<file path="config.mk">
export PLATFORM = sky130hd
export DESIGN_NAME = alu_issue_ctrl
export DESIGN_NICKNAME = d
export VERILOG_FILES = /design/src/rtl/alu_ctrl_pkg.sv /design/src/rtl/alu_op_decode.sv /design/src/rtl/alu_issue_ctrl.sv
export SDC_FILE = /design/constraint.sdc
export NUM_CORES = 1
export LEC_CHECK = 0
export ABC_AREA = 0
export BUFFER_PORTS_ARGS = -buffer_cell sky130_fd_sc_hd__clkbuf_2
export CORE_AREA = 2 2 84 166
export CTS_CLUSTER_DIAMETER = 100
export DETAILED_ROUTE_END_ITERATION = 8
export DIE_AREA = 0 0 86 168
export PLACE_DENSITY = 0.65
export SLEW_MARGIN = 20
export SYNTH_ARGS = -nofsm -noshare
export SYNTH_HDL_FRONTEND = slang
export SYNTH_HIERARCHICAL = 1
export SYNTH_SLANG_ARGS = --single-unit
</file>
<file path="constraint.sdc">
create_clock -name clk -period 8.7 [get_ports clk]
set_input_delay 1.305 -clock clk [delete_from_list [all_inputs] [get_ports clk]]
set_output_delay 1.305 -clock clk [all_outputs]
set_load 0.01 [all_outputs]
</file>
<file path="src/rtl/alu_ctrl_pkg.sv">
// Shared definitions for the ALU issue controller: ALU opcodes, LEGv8
// instruction opcode fields and the issue FSM state encoding.
package alu_ctrl_pkg;

   // 4-bit opcodes understood by the combinational ALU
   localparam logic [3:0] ALU_NOP  = 4'b0000;
   localparam logic [3:0] ALU_ADD  = 4'b0010;
   localparam logic [3:0] ALU_ORR  = 4'b0100;
   localparam logic [3:0] ALU_AND  = 4'b0110;
   localparam logic [3:0] ALU_CBZ  = 4'b0111;
   localparam logic [3:0] ALU_EOR  = 4'b1001;
   localparam logic [3:0] ALU_SUB  = 4'b1010;
   localparam logic [3:0] ALU_NOR  = 4'b1100;
   localparam logic [3:0] ALU_MOV  = 4'b1101;
   localparam logic [3:0] ALU_NAND = 4'b1110;

   // LEGv8 opcode fields: R/D-format in [31:21], CB in [31:24], IW in [31:23]
   localparam logic [10:0] OPC_ADD  = 11'b10001011000;
   localparam logic [10:0] OPC_SUB  = 11'b11001011000;
   localparam logic [10:0] OPC_AND  = 11'b10001010000;
   localparam logic [10:0] OPC_ORR  = 11'b10101010000;
   localparam logic [10:0] OPC_EOR  = 11'b11001010000;
   localparam logic [10:0] OPC_LDUR = 11'b11111000010;
   localparam logic [10:0] OPC_STUR = 11'b11111000000;
   localparam logic [7:0]  OPC_CBZ  = 8'b10110100;
   localparam logic [8:0]  OPC_MOVZ = 9'b110100101;

   // Issue FSM states; encoding is fixed so checkers can bind to it
   typedef enum logic [1:0] {
      IDLE = 2'd0,
      EXEC = 2'd1,
      HOLD = 2'd2
   } state_t;

endpackage

</file>
<file path="src/rtl/alu_op_decode.sv">
// Combinational LEGv8 -> ALU opcode decoder. First matching field wins;
// unmatched words yield ALU_NOP with the illegal flag set.
module alu_op_decode
   import alu_ctrl_pkg::*;
(
   input  logic [31:0] in_instr,
   output logic [3:0]  alu_opcode,
   output logic        illegal,
   output logic        is_cbz
);

   // Operand/immediate fields are not needed for opcode selection
   logic unused_fields;
   assign unused_fields = ^in_instr[20:0];

   // Priority decode of the opcode fields
   always_comb begin
      alu_opcode = ALU_NOP;
      illegal    = 1'b0;
      is_cbz     = 1'b0;
      if (in_instr[31:21] == OPC_ADD) begin
         alu_opcode = ALU_ADD;
      end else if (in_instr[31:21] == OPC_SUB) begin
         alu_opcode = ALU_SUB;
      end else if (in_instr[31:21] == OPC_AND) begin
         alu_opcode = ALU_AND;
      end else if (in_instr[31:21] == OPC_ORR) begin
         alu_opcode = ALU_ORR;
      end else if (in_instr[31:21] == OPC_EOR) begin
         alu_opcode = ALU_EOR;
      end else if ((in_instr[31:21] == OPC_LDUR) || (in_instr[31:21] == OPC_STUR)) begin
         alu_opcode = ALU_ADD;
      end else if (in_instr[31:24] == OPC_CBZ) begin
         alu_opcode = ALU_CBZ;
         is_cbz     = 1'b1;
      end else if (in_instr[31:23] == OPC_MOVZ) begin
         alu_opcode = ALU_MOV;
      end else begin
         illegal    = 1'b1;
      end
   end

endmodule

</file>
<file path="src/rtl/alu_issue_ctrl.sv">
// ALU issue controller: accepts an instruction plus operands (valid/ready),
// drives registered opcode/operands to the combinational ALU, captures the
// result and returns it with zero/branch/illegal flags (valid/ready).
// Optional performance counters: define ALU_ISSUE_CTRL_PERF_EN.
//
// Handshake: a transfer happens on a rising edge where valid and ready are
// both high; valid, once raised, holds with stable payload until that edge.
// in_ready and out_valid decode the registered state only, so neither
// depends combinationally on the opposite side of the block.
module alu_issue_ctrl
   import alu_ctrl_pkg::*;
#(
   parameter int DATA_W = 32,
   parameter int PERF_W = 16
)
(
   input  logic              clk,
   input  logic              rst,
   input  logic              in_valid,
   output logic              in_ready,
   input  logic [31:0]       in_instr,
   input  logic [DATA_W-1:0] in_op1,
   input  logic [DATA_W-1:0] in_op2,
   output logic [3:0]        alu_opcode,
   output logic [DATA_W-1:0] alu_in1,
   output logic [DATA_W-1:0] alu_in2,
   input  logic [DATA_W-1:0] alu_result,
   output logic              out_valid,
   input  logic              out_ready,
   output logic [DATA_W-1:0] out_result,
   output logic              out_zero,
   output logic              out_branch,
   output logic              out_illegal,
   output logic [PERF_W-1:0] perf_issued,
   output logic [PERF_W-1:0] perf_illegal
);

   state_t      state;
   state_t      state_nxt;
   logic        load_in;
   logic        capture_res;
   logic [3:0]  dec_opcode;
   logic        dec_illegal;
   logic        dec_cbz;
   logic        illegal_q;
   logic        cbz_q;

   alu_op_decode u_dec (
      .in_instr   (in_instr),
      .alu_opcode (dec_opcode),
      .illegal    (dec_illegal),
      .is_cbz     (dec_cbz)
   );

   // FSM state register
   always_ff @(posedge clk or posedge rst) begin
      if (rst) state <= IDLE;
      else     state <= state_nxt;
   end

   // Next-state logic and load/capture strobes
   always_comb begin
      state_nxt   = state;
      load_in     = 1'b0;
      capture_res = 1'b0;
      case (state)
         IDLE: begin
            if (in_valid) begin
               load_in   = 1'b1;
               state_nxt = EXEC;
            end
         end
         EXEC: begin
            capture_res = 1'b1;
            state_nxt   = HOLD;
         end
         HOLD: begin
            if (out_ready) state_nxt = IDLE;
         end
         default: state_nxt = IDLE;
      endcase
   end

   assign in_ready  = (state == IDLE);
   assign out_valid = (state == HOLD);

   // Latch decoded opcode and operands at acceptance; held afterwards
   always_ff @(posedge clk or posedge rst) begin
      if (rst) begin
         alu_opcode <= ALU_NOP;
         alu_in1    <= '0;
         alu_in2    <= '0;
         illegal_q  <= 1'b0;
         cbz_q      <= 1'b0;
      end else if (load_in) begin
         alu_opcode <= dec_opcode;
         alu_in1    <= in_op1;
         alu_in2    <= in_op2;
         illegal_q  <= dec_illegal;
         cbz_q      <= dec_cbz;
      end
   end

   // Capture the settled ALU result and its flags at the end of EXEC
   always_ff @(posedge clk or posedge rst) begin
      if (rst) begin
         out_result  <= '0;
         out_zero    <= 1'b0;
         out_branch  <= 1'b0;
         out_illegal <= 1'b0;
      end else if (capture_res) begin
         out_result  <= alu_result;
         out_zero    <= (alu_result == '0);
         out_branch  <= cbz_q && (alu_result == DATA_W'(1));
         out_illegal <= illegal_q;
      end
   end

`ifdef ALU_ISSUE_CTRL_PERF_EN
   // Completion counters, wrapping naturally at 2^PERF_W
   always_ff @(posedge clk or posedge rst) begin
      if (rst) begin
         perf_issued  <= '0;
         perf_illegal <= '0;
      end else if (out_valid && out_ready) begin
         perf_issued <= perf_issued + 1'b1;
         if (out_illegal) perf_illegal <= perf_illegal + 1'b1;
      end
   end
`else
   assign perf_issued  = '0;
   assign perf_illegal = '0;
`endif

endmodule

</file>
# [After elaboration in Yosys (flattened, before gate mapping)]
# Cells that the tools add are included.
[classes] eq_ne=14 n_mux=29 reduce_logical=5
[op_table] operator="$eq 11x11->1 const B" n=7
[op_table] operator="$eq 32x1->1 const B" n=1
[op_table] operator="$logic_not 32->1" n=1
[op_table] operator="$mux 4" n=8
[op_table] operator="$mux 1" n=18
[op_table] operator="$eq 9x9->1 const B" n=1
[op_table] operator="$eq 8x8->1 const B" n=1
[op_table] operator="$pmux 2 s3" n=1
[op_table] operator="$mux 2" n=2
[op_table] operator="$eq 2x1->1 const B" n=1
[op_table] operator="$eq 2x2->1 const B" n=1
[op_table] operator="$logic_not 2->1" n=1
[op_table] operator="$ne 2x1->1 const B" n=1
[op_table] operator="$ne 2x2->1 const B" n=1
[op_table] operator="$reduce_and 2->1" n=1
[op_table] operator="$logic_and 1x1->1" n=1
[op_table] operator="$logic_or 1x1->1" n=1
[totals] reg_bits=107 out_inout_bits=137

# [Logic depth before layout (Yosys ltp)]
[depth] word_depth=9 ltp_mapped=5

# [Hierarchy]
# Netlist, hierarchy kept.
[by_module_without_submodules] mod="alu_issue_ctrl" n_inst=1 cells_each=278 area_per_inst_um2=4275.4 seq_area_each_um2=2677.6
[by_module_without_submodules] mod="alu_op_decode" n_inst=1 cells_each=24 area_per_inst_um2=221.5 seq_area_each_um2=0.0

# [Worst setup path after synthesis]
# No wires, ideal clock.
[synth_timing] kind="input -> register" startpoint="input alu_result[14]" endpoint="register out_branch" setup_time_ps=74 arrival_ps=2446 slack_ps=6179 path_stages=3 n_path_buf=0 cell_sequence="or4_1 > or4_4 > o21ai_2"
[synth_via] elab_chain_len=2
[synth_rtl] element="start, declared" line_no="alu_issue_ctrl.sv:27" source="input logic [DATA_W-1:0] alu_result,"
[synth_rtl] element="$eq 32x1->1" line_no="alu_issue_ctrl.sv:114" source="out_branch <= cbz_q && (alu_result == DATA_W'(1));"
[synth_rtl] element="$logic_and 1x1->1" line_no="alu_issue_ctrl.sv:114"
[synth_rtl] element="end signal, assigned" line_no="alu_issue_ctrl.sv:114"
[synth_rtl] element="end, declared" line_no="alu_issue_ctrl.sv:32" source="output logic out_branch,"
# No other way between the ends.
# A chain may end at the register's enable or synchronous reset.

# [Worst setup path after layout]
[layout_timing] startpoint="input in_valid" endpoint="register alu_in1[29]"
[layout_via] elab_chain_len=2
[layout_rtl] element="start, declared" line_no="alu_issue_ctrl.sv:19" source="input logic in_valid,"
[layout_rtl] element="$mux 1" line_no="alu_issue_ctrl.sv:68" source="if (in_valid) begin"
[layout_rtl] element="$mux 1" line_no="alu_issue_ctrl.sv:66" source="case (state)"
[layout_rtl] element="end signal, assigned" line_no="alu_issue_ctrl.sv:97" source="alu_in1 <= in_op1;"
[layout_rtl] element="end, declared" line_no="alu_issue_ctrl.sv:25" source="output logic [DATA_W-1:0] alu_in1,"
# No other way between the ends.

==> flow_summary.toml <==
[logic_synthesis]
synth_area_sq_um = 4497
ys_warn_count = 6
synth_cells = 302
yosysUniqueCellTypes = 37
ys_seq_area_share_pct = 59.54
ys_ff_latch = 107
synth_edf_count = 0
synthArstFlopShare_pct = 100.0
dominantRegCellSynth = "dfrtp_1"
avgSynthCellArea_sq_um = 14.89

[power]
peakVddDrop_mv = 0.1624
power_density_nw_per_um2 = 340.3
leakage_nw = 2.936

[clocking]
cts-root-buf = "clkbuf_16"
clk_path_buf_depth = 2
cts_tree = "yes"
clock_latency_ns = 0.34
cts_setup_buffers = 0
cts.htree.levels = 3
clock_sinks = 107
ctsHoldBuffers = 0
clk_pin_slew_ns = 0.06
cts_resized = 0
cts_buffers = 9

[route]
top_layer_used = "met4"
drtIter0Drc = 49
wl_met3_mm = 1.264
m1WireLength_mm = 3.974
via_per_inst = 4.536
dr_wl_met2_mm = 4.532
post_drt_wl_per_cell_um = 14.61
firstDrtPassIters = 4
drc = 0
drt-total-wl_mm = 9.891
vias = 3071
drtAntennaViolNets = 0

[final_layout]
fin_nets = 649
layout.cells.non_filler = 677
layout_common_cells = "clkbuf_2, dfrtp_1, mux2_2"
fill_cells = 1262
diodes = 0
multiInputGateArea_sq_um = 1629
syn_to_final_growth_pct = 30.88
layout_commonest_cell = "clkbuf_2"
regArea_sq_um = 2678
drive_above_1_share_pct = 64.56

[critical_path]
crit_fanout = 71
path_cells = "clkbuf_2 > and2_4 > mux2_2"
worstPathArrival_ns = 2.61
reg2reg_to = "alu_in1[29]"
end_kind = "flop"
cpPeakStageDelay_ns = 0.71
start_kind = "input port"
required_ns = 8.92
critPathLaunch = "in_valid"
path_class = "input port to flop"
reg2reg_from = "state[1]"
worstRegToRegCells = 3
r2r_setup_slack_ns = 6.76
slowest_stage = "and2_4"

[global_route]
antenna_found_initial = 0
grt_max_degree = 72
grtUsageTotal_pct = 13.86
grt_pass1_vias = 3140
grt_pass1_wl_mm = 15.76
grt_overflow = 0

[die]
ioPinCount = 269
dieArea_sq_um = 14450
start_util_pct = 33.84
core.rowCount = 60
die_h_um = 168
dieWidth_um = 86
fp.coreArea_sq_um = 13290

[worst_hold_path]
min_from = "out_zero"
hold_path.class = "flop to flop"
hold-path-cell-count = 2
hold_end = "out_zero"

[timing]
rsz0062_at_grt = "no"
setup_violations = 0
slew_viol_final = 0
period_needed_ns = 2.390
slew_headroom_pct = 35.97
hold_viol = 0
finClkSkew_ns = 0.008763
final.period_utilization_pct = 27.47
fmax_mhz = 418.5
worst_pin_slew_ns = 0.9604
tns_ns = 0

[placement]
place_congestion = 0.7348
port_buffers = 215
detailed_place_hpwl_mm = 7.591
place_inst = 661

[outcome]
status = "complete, no violations"

[run]
maxCapViolations = 0
[synth_stat cells (2+ instances only)]
cell type	number	area share (%)
dfrtp_1	107	60
mux2_2	91	23
buf_4	32	5.3
mux2_1	12	3.0
buf_2	10	1.1
nor4_1	6	0.83
nand2_1	4	0.33
inv_1	3	0.25
and2_1	2	0.28
clkbuf_1	2	0.17
nand2b_1	2	0.28
nand3b_1	2	0.33
nor2_1	2	0.17
nor2_2	2	0.28
nor2b_1	2	0.28
o21ai_2	2	0.39
[layout make-up]
cell class	count	area share, %
multi-input combinational	179	27.68
clock buffer	11	4.124
clock inverter	5	0.6378
inverter	3	0.2338
sequential	107	45.49
tap	155	3.295
timing repair buffer	217	18.54
[metal layers]
layer | vias to the layer above | GRT usage [%]
met5 | - | 0
met4 | 0 | 3.727
met3 | 6 | 6.078
met2 | 194 | 21.81
met1 | 1446 | 17.29
li1 | 1425 | -
[state kept, by name, summed over array words and instances, names as in the netlist]
name	count
out_result	32
out_zero	1
alu_opcode	4
out_illegal	1
out_branch	1
alu_in2	32
state	2
alu_in1	32
cbz_q	1
illegal_q	1
[logic make-up after synthesis]
kind of cell	Yosys count	share of synthesized area, %
DFF	107	59.54
muxes	103	25.79
buffers and inverters	47	6.873
and+or+nand+nor	33	5.425
AOI/OAI and AO/OA	11	2.282
other	1	0.08339
[how the worst max path moves through the flow]
| stage | end | slack (ns) | depth (start not counted) |
|---|---|---|---|
| detailed placement | alu_in2[6] | 5.94 | 3 |
| CTS | alu_in2[0] | 6.31 | 3 |
| floorplan | alu_in1[0] | 4.58 | 1 |
| global route | alu_in1[11] | 6.24 | 3 |
| finish | alu_in1[29] | 6.31 | 3 |
| global placement | alu_in2[25] | 5.96 | 3 |
[stage by stage]
step | utilization [%] | total power, W | instance area (sq um) | hold slack, ns | worst slack (ns)
after global routing | 44.29 | 0.002144 | 5886 | 0.5119 | 6.237
final | 44.29 | 0.002003 | 5886 | 0.4752 | 6.310
after CTS | 44.29 | 0.002039 | 5886 | 0.4785 | 6.312
after detailed placement | 42.18 | 0.001648 | 5605 | 0.4638 | 5.935
after floorplan | - | 0.001316 | 4613 | 0.4585 | 4.578
after global placement | 42.18 | 0.001628 | 5605 | 0.4607 | 5.960
[worst max-delay path: cells and delay by family]
kind	cells	cell delay, ns
buffers and inverters	1	0.08
muxes	1	0.42
and+or+nand+nor	1	0.71
[power breakdown]
part / total, W / internal, W / leakage, nW / switching [W]
logic: 0.000770 / 0.000401 / 1.54 / 0.000368
clock network: 0.000381 / 0.000203 / 0.132 / 0.000178
registers: 0.000853 / 0.000732 / 1.26 / 0.000120
No activity file was read; power rests on OpenSTA's default activity.
